===== src/rtl/univ_shift_pkg.sv =====
// Shared types for the universal shift sequencer.
//   state_t : sequencer FSM states (IDLE / SHIFT / DONE)
//   mode_t  : per-step fill mode, encodings fixed at 00/01/10/11
package univ_shift_pkg;

    typedef enum logic [1:0] {
        IDLE  = 2'b00,
        SHIFT = 2'b01,
        DONE  = 2'b10
    } state_t;

    typedef enum logic [1:0] {
        MODE_FILL  = 2'b00,   // fill with serial input
        MODE_ROT   = 2'b01,   // rotate: exiting bit re-enters
        MODE_ARITH = 2'b10,   // arithmetic right (sign fill), zero fill left
        MODE_RSVD  = 2'b11    // treated as MODE_FILL
    } mode_t;

endpackage


===== src/rtl/usr_step_unit.sv =====
// Single-step combinational shifter for univ_shift_seq.
// Ports:
//   po      in  current register contents
//   dir     in  0 = left (toward MSB), 1 = right
//   mode    in  fill mode (mode_t)
//   sin     in  serial fill bit
//   po_next out register contents after one step
//   bit_out out bit shifted out by this step
// Build option: UNIV_SHIFT_SEQ_ARITH_EN enables the sign-fill mode; without
// it MODE_ARITH falls through to serial fill and no sign logic exists.
module usr_step_unit
    import univ_shift_pkg::*;
#(
    parameter int WIDTH = 16
) (
    input  logic [WIDTH-1:0] po,
    input  logic             dir,
    input  mode_t            mode,
    input  logic             sin,
    output logic [WIDTH-1:0] po_next,
    output logic             bit_out
);

    logic fill;

    always_comb begin
        bit_out = dir ? po[0] : po[WIDTH-1];
        fill    = sin;
        case (mode)
            MODE_ROT:   fill = bit_out;
`ifdef UNIV_SHIFT_SEQ_ARITH_EN
            MODE_ARITH: fill = dir ? po[WIDTH-1] : 1'b0;
`endif
            default:    fill = sin;
        endcase
        po_next = dir ? {fill, po[WIDTH-1:1]} : {po[WIDTH-2:0], fill};
    end

endmodule


===== src/rtl/univ_shift_seq.sv =====
// Universal shift register with a multi-step shift sequencer.
// Ports:
//   clk   in  clock, rising edge
//   rst   in  asynchronous active-high reset
//   iz    in  synchronous clear of po (aborts a shift in progress)
//   ld    in  parallel load of pi (IDLE only)
//   pi    in  parallel load data
//   start in  begin a shift of min(cnt, WIDTH) single-bit steps
//   cnt   in  step count
//   dir   in  0 = left, 1 = right
//   mode  in  00 fill sin, 01 rotate, 10 arithmetic right, 11 as 00
//   sin   in  serial fill bit, sampled every step
//   po    out register contents
//   sout  out last bit shifted out (registered)
//   busy  out high while shifting
//   done  out one-cycle completion pulse
// Build option: UNIV_SHIFT_SEQ_ARITH_EN enables arithmetic mode 10
// (otherwise mode 10 behaves as mode 00).
//
// state | meaning
// IDLE  | waiting; iz > ld > start
// SHIFT | one step per cycle until the remaining count reaches zero
// DONE  | one-cycle completion pulse, then back to IDLE
module univ_shift_seq
    import univ_shift_pkg::*;
#(
    parameter  int WIDTH = 16,
    localparam int CNT_W = $clog2(WIDTH + 1)
) (
    input  logic             clk,
    input  logic             rst,
    input  logic             iz,
    input  logic             ld,
    input  logic [WIDTH-1:0] pi,
    input  logic             start,
    input  logic [CNT_W-1:0] cnt,
    input  logic             dir,
    input  logic [1:0]       mode,
    input  logic             sin,
    output logic [WIDTH-1:0] po,
    output logic             sout,
    output logic             busy,
    output logic             done
);

    localparam logic [CNT_W-1:0] WIDTH_CNT = CNT_W'(WIDTH);

    state_t           state;
    logic [CNT_W-1:0] remain;
    logic             dir_q;
    mode_t            mode_q;
    logic [CNT_W-1:0] cnt_sat;
    logic [WIDTH-1:0] step_po;
    logic             step_out;

    // Counts beyond WIDTH would only repeat work for fill modes; saturate.
    assign cnt_sat = (cnt > WIDTH_CNT) ? WIDTH_CNT : cnt;

    usr_step_unit #(
        .WIDTH (WIDTH)
    ) u_step (
        .po      (po),
        .dir     (dir_q),
        .mode    (mode_q),
        .sin     (sin),
        .po_next (step_po),
        .bit_out (step_out)
    );

    always_ff @(posedge clk or posedge rst) begin
        if (rst) begin
            state  <= IDLE;
            po     <= '0;
            sout   <= 1'b0;
            remain <= '0;
            dir_q  <= 1'b0;
            mode_q <= MODE_FILL;
        end else begin
            case (state)
                IDLE: begin
                    if (iz) begin
                        po <= '0;
                    end else if (ld) begin
                        po <= pi;
                    end else if (start) begin
                        dir_q  <= dir;
                        mode_q <= mode_t'(mode);
                        if (cnt == '0) begin
                            state <= DONE;
                        end else begin
                            remain <= cnt_sat;
                            state  <= SHIFT;
                        end
                    end
                end
                SHIFT: begin
                    if (iz) begin
                        po     <= '0;
                        remain <= '0;
                        state  <= IDLE;
                    end else begin
                        po     <= step_po;
                        sout   <= step_out;
                        remain <= remain - CNT_W'(1);
                        if (remain == CNT_W'(1))
                            state <= DONE;
                    end
                end
                DONE: begin
                    if (iz)
                        po <= '0;
                    state <= IDLE;
                end
                default: state <= IDLE;
            endcase
        end
    end

    // Pure decodes of the state register: no input-to-output path.
    assign busy = (state == SHIFT);
    assign done = (state == DONE);

endmodule


===== config.mk =====
export PLATFORM = sky130hd
export DESIGN_NAME = univ_shift_seq
export DESIGN_NICKNAME = d
export VERILOG_FILES = /design/src/rtl/univ_shift_pkg.sv /design/src/rtl/usr_step_unit.sv /design/src/rtl/univ_shift_seq.sv
export SDC_FILE = /design/constraint.sdc
export NUM_CORES = 1
export LEC_CHECK = 0
export BUFFER_PORTS_ARGS = -buffer_cell sky130_fd_sc_hd__buf_2
export CAP_MARGIN = 20
export CELL_PAD_IN_SITES_DETAIL_PLACEMENT = 0
export CELL_PAD_IN_SITES_GLOBAL_PLACEMENT = 2
export CORE_MARGIN = 1.5
export CORE_UTILIZATION = 33
export DETAILED_ROUTE_END_ITERATION = 6
export GPL_ROUTABILITY_DRIVEN = 0
export HOLD_SLACK_MARGIN = 0.05
export PLACE_DENSITY = 0.94
export SLEW_MARGIN = 10
export SYNTH_ARGS = -nofsm -noshare
export SYNTH_HDL_FRONTEND = slang
export SYNTH_SLANG_ARGS = --single-unit

===== constraint.sdc =====
create_clock -name clk -period 4.45 [get_ports clk]
set_input_delay 0.6675 -clock clk [delete_from_list [all_inputs] [get_ports clk]]
set_output_delay 0.6675 -clock clk [all_outputs]
set_load 0.01 [all_outputs]

# Word-level counts from Yosys, hierarchy flattened
# Index checks and enable logic that the tools add are counted.
# word_totals
register_bits	27
input_bits	30
wordCells	52
# classes
n_addsub	1
n_lt_le_gt_ge	1
n_eq_ne	11
mux	22
n_bitwise	2
n_reduce_logical	9
# op_table
operator	count
$mux W16	5
$pmux W16 S3	1
$mux W5	6
$mux W2	6
$ne A2 B2 Y1 const B	5
$pmux W5 S2	1
$reduce_and A4 Y1	2
$eq A5 B1 Y1 const B	1
$gt A5 B5 Y1 const B	1
$logic_not A5 Y1	1
$reduce_and A5 Y1	1
$sub A5 B1 Y5 const B	1
$eq A2 B1 Y1 const B	2
$pmux W2 S2	1
$ne A3 B2 Y1 const B	1
$ne A3 B3 Y1 const B	1
$reduce_and A3 Y1	1
$reduce_bool A3 Y1	1
$eq A2 B2 Y1 const B	1
$logic_not A2 Y1	1
$mux W1	2
$not A1 Y1	2
$reduce_and A2 Y1	1
$reduce_bool A2 Y1	1

# Depth between registers and ports, before layout
# logic_depth
depth_word	7
ltp_mapped	7
mapped_depth_nobuf	6

# Modules after synthesis
# A second synthesis with hierarchy kept.
# unflattened
hier_cells	143
area_unflattened_um2	1737.9
# by_module_without_submodules
module	n_inst	cells_per_inst	area_each_um2	seq_area_each_um2
univ_shift_seq	1	119	1471.4	675.6
usr_step_unit	1	24	266.5	0.0

# Worst setup path before layout
# Ideal clock, no wire load.
# synth_timing
kind	input to register
startpoint	input port cnt[1]
endpoint	register remain[2]
setup_time_ps	125
arrival_time_ps	1742
t_required_ps	4325
setup_slack_ps	2583
path_stages	4
path_cell_list	or4_4 o21ai_2 o21ai_2 mux2_4
# synth_between
elab_chain_cells	7
word_cells_on_any_way	10
cone_classes	order compare (1); eq/ne (1); mux (6); reduce/logical (2)
# synth_rtl
element	line_no	text
start, declared	univ_shift_seq.sv:36	input logic [CNT_W-1:0] cnt,
$gt A5 B5 Y1	univ_shift_seq.sv:57	assign cnt_sat = (cnt > WIDTH_CNT) ? WIDTH_CNT : cnt;
$mux W5	univ_shift_seq.sv:57	
$mux W5	univ_shift_seq.sv:88	if (cnt == '0) begin
$mux W5	univ_shift_seq.sv:85	end else if (start) begin
$mux W5	univ_shift_seq.sv:83	end else if (ld) begin
$mux W5	univ_shift_seq.sv:81	if (iz) begin
$pmux W5 S2	univ_shift_seq.sv:79	case (state)
end signal, assigned	univ_shift_seq.sv:91	remain <= cnt_sat;
end signal, assigned	univ_shift_seq.sv:104	remain <= remain - CNT_W'(1);
end, declared	univ_shift_seq.sv:49	logic [CNT_W-1:0] remain;
# Several ways; a longest one is shown, not always the timed one. The select of a mux whose other input is x is not followed.
# A chain may end at the register's enable or synchronous reset.

# Worst setup path after layout
# layout_timing
startpoint	register state[1]
endpoint	register po[7]
# layout_between
elab_chain_cells	3
word_cells_on_any_way	8
cone_classes	eq/ne (4); mux (1); reduce/logical (3)
# layout_rtl
element	line_no	text
start, declared	univ_shift_seq.sv:48	state_t state;
start signal, assigned	univ_shift_seq.sv:72	state <= IDLE;
start signal, assigned	univ_shift_seq.sv:89	state <= DONE;
start signal, assigned	univ_shift_seq.sv:92	state <= SHIFT;
$eq A2 B2 Y1 (tied with other cells)	univ_shift_seq.sv:79	
$ne A2 B2 Y1 (no source line) (tied with other cells)	-	
$reduce_and A3 Y1 (no source line)	-	
end signal, assigned	univ_shift_seq.sv:84	po <= pi;
end signal, assigned	univ_shift_seq.sv:102	po <= step_po;
end, declared	univ_shift_seq.sv:40	output logic [WIDTH-1:0] po,
# Several ways; a longest one is shown, not always the timed one.

==> flow_summary.json <==
{
  "crit_fanout": 16,
  "maxCapViolations": 0,
  "startpoint_type": "register",
  "hold_path.class": "in2async",
  "fin_tns_setup_ps": 0,
  "drive_above_1_share_pct": 36.2,
  "antenna_found_initial": 0,
  "synth_edf_count": 0,
  "final_common_cell": "buf_2",
  "cts-resized-gates": 0,
  "ir_drop_uv": 242,
  "fin_crit_sh_pct": 47.7,
  "cts_buffer_depth": 2,
  "dpl.hpwl_mm": 2.76,
  "synth_compound_area_share_pct": 14.2,
  "ys_ff_latch": 27,
  "rsz0062_at_grt": "no",
  "internal_power_mw": 0.718,
  "cp_data_required_time_ps": 4610,
  "synthesis.area_um2": 1640,
  "grt_usage_pct": 14.5,
  "drt-pass1-iter-count": 4,
  "route.detailed.drc": 0,
  "synthSimpleGateAreaFrac_pct": 11.2,
  "status": "complete, no violations",
  "synth_mux_area_share_pct": 23.4,
  "initial_core_util_pct": 34.4,
  "async_flop_share_pct": 100,
  "dpl_worst_slack_ps": 2280,
  "max_freq_mhz": 471,
  "die_w_um": 73.5,
  "ys_seq_area_share_pct": 41.3,
  "drv_slew": 0,
  "relSlewSlack_pct": 37.3,
  "worstSetupEndpointType": "register",
  "io_buffer_count": 48,
  "power.density_nw_per_um2": 596,
  "h-tree-depth": 1,
  "switching_power_mw": 0.484,
  "syn_inst": 162,
  "syn_avg_cell_area_um2": 10.1,
  "clock-sinks": 27,
  "area_growth_pct": 23.1,
  "fin_util_pct": 42.4,
  "yosysWarnings": 0,
  "drt_iter0_markers": 70,
  "setup_viol": 0,
  "die_area_um2": 5390,
  "fin_total_pwr_mw": 1.20,
  "n_antenna_cell": 0,
  "clockPowerShare_pct": 11.3,
  "syn_nets": 198,
  "vias": 1340,
  "wl_per_cell_um": 13.3,
  "worstPathArrival_ps": 2280,
  "skew_ps": 2.63,
  "p_sw_share_pct": 40.3,
  "clockRootBuffer": "clkbuf_8",
  "fin_area_um2": 2020,
  "placed_area_um2": 1940,
  "hold_buffers": 0,
  "pwr-share-seq_pct": 40.9,
  "worstSetupPathType": "reg2reg",
  "avgViaCountPerCell": 4.84,
  "grt_max_degree": 28,
  "final_cell_mix": "buf_2 (48), dfrtp_1 (27), o21ai_0 (21)",
  "core_um2": 4750,
  "synth-xor-area-share_pct": 1.60,
  "fin_crit_ps": 2120,
  "cts_buffers": 3,
  "p_leak_nw": 0.987,
  "worst_slew_pin_slew_ps": 941,
  "drt-total-wl_mm": 3.69,
  "final_nets": 247,
  "combinationalPowerShare_pct": 47.7,
  "synth_adder_area_share_pct": 4.58,
  "clk_latency_ps": 270,
  "grt_pass1_vias": 1313,
  "grt_overflow": 0,
  "grt_pass1_wl_mm": 6.15,
  "die_h_um": 73.5,
  "post-cts-setup-buffers": 0,
  "timing.final.ws_setup_ps": 2330,
  "finalHoldViolations": 0,
  "clk_pin_slew_ps": 90,
  "cts_tree": "built",
  "synth_top_flop_cell": "dfrtp_1",
  "num_rows": 25,
  "synth_cell_types": 31,
  "synth_top_family_by_area": "multiplexers",
  "ios": 49,
  "ant_nets": 0
}
==> stage by stage <==
| step | hold slack [ps] | cells |
|---|---|---|
| after global placement | 497 | 271 |
| after global routing | 412 | 277 |
| after detailed placement | 498 | 271 |
| after floorplan | 516 | 162 |
| final | 381 | 277 |
| after CTS | 521 | 275 |
==> power groups by stage <==
stage                     Sequential [mW]  Combinational (mW)  Clock, mW
after floorplan                     0.466               0.425          0
after global placement              0.499               0.559          0
after detailed placement            0.497               0.570          0
after CTS                           0.493               0.571      0.144
after global routing                0.514               0.638      0.152
final                               0.492               0.574      0.136
==> critical path: stages, from the launching register on <==
cell      delay (ps)
dfrtp_1          410
inv_1             80
ha_1             260
nand2b_1         100
a21oi_1          100
nor2_2           630
mux2_2           420
==> area by class of cell <==
cell class | instances | area (µm²)
fill | 510 | 2740
timing repair buffer | 50 | 275
clock buffer | 4 | 45.0
sequential | 27 | 676
tap | 67 | 83.8
inverter | 10 | 37.5
multi-input combinational | 119 | 900
==> logic make-up (layout without fill, tap and decap cells) <==
logic type / after synthesis / after routing
AOI/OAI and AO/OA: 38 / 38
and+or+nand+nor: 37 / 37
muxes: 35 / 35
DFF: 27 / 27
buffers and inverters: 16 / 64
adders and majority gates: 6 / 6
xor gates and xnor gates: 3 / 3
==> cell usage after synthesis, types with 3 or more instances <==
cell       instances  share of area [%]
mux2_2            14                9.6
o21ai_0           21                6.4
dfrtp_1           27                 41
a21oi_1            5                1.5
mux2i_1           18                 11
ha_1               6                4.6
a2bb2oi_1          3                1.6
inv_1             10                2.3
clkbuf_1           4               0.92
nor2_1             8                1.8
xnor2_1            3                1.6
nand2_1           18                4.1
mux2_4             3                2.7
==> flip-flops by register name, indices dropped and copies added, names as in the netlist <==
name	count
remain	5
sout	1
po	16
state	2
mode_q	2
dir_q	1
==> final timing paths <==
check | from | to | slack [ps] | cells past startpoint
max | state[1] | po[7] | 2330 | 6
min | rst | mode_q[1] | 380 | 2
max reg2reg | state[1] | po[7] | 2330 | 6
min reg2reg | sout | sout | 510 | 2
max in group asynchronous | rst | sout | 3630 | 3
min in group clk | sout | sout | 510 | 2
==> per-layer routing <==
layer	GRT usage [%]	part of all wire, %
met5	0	0
met4	3.70	0.79
met3	1.78	5.0
met2	24.1	45
met1	19.8	49
Note: power is estimated with default switching activity, not from simulation.
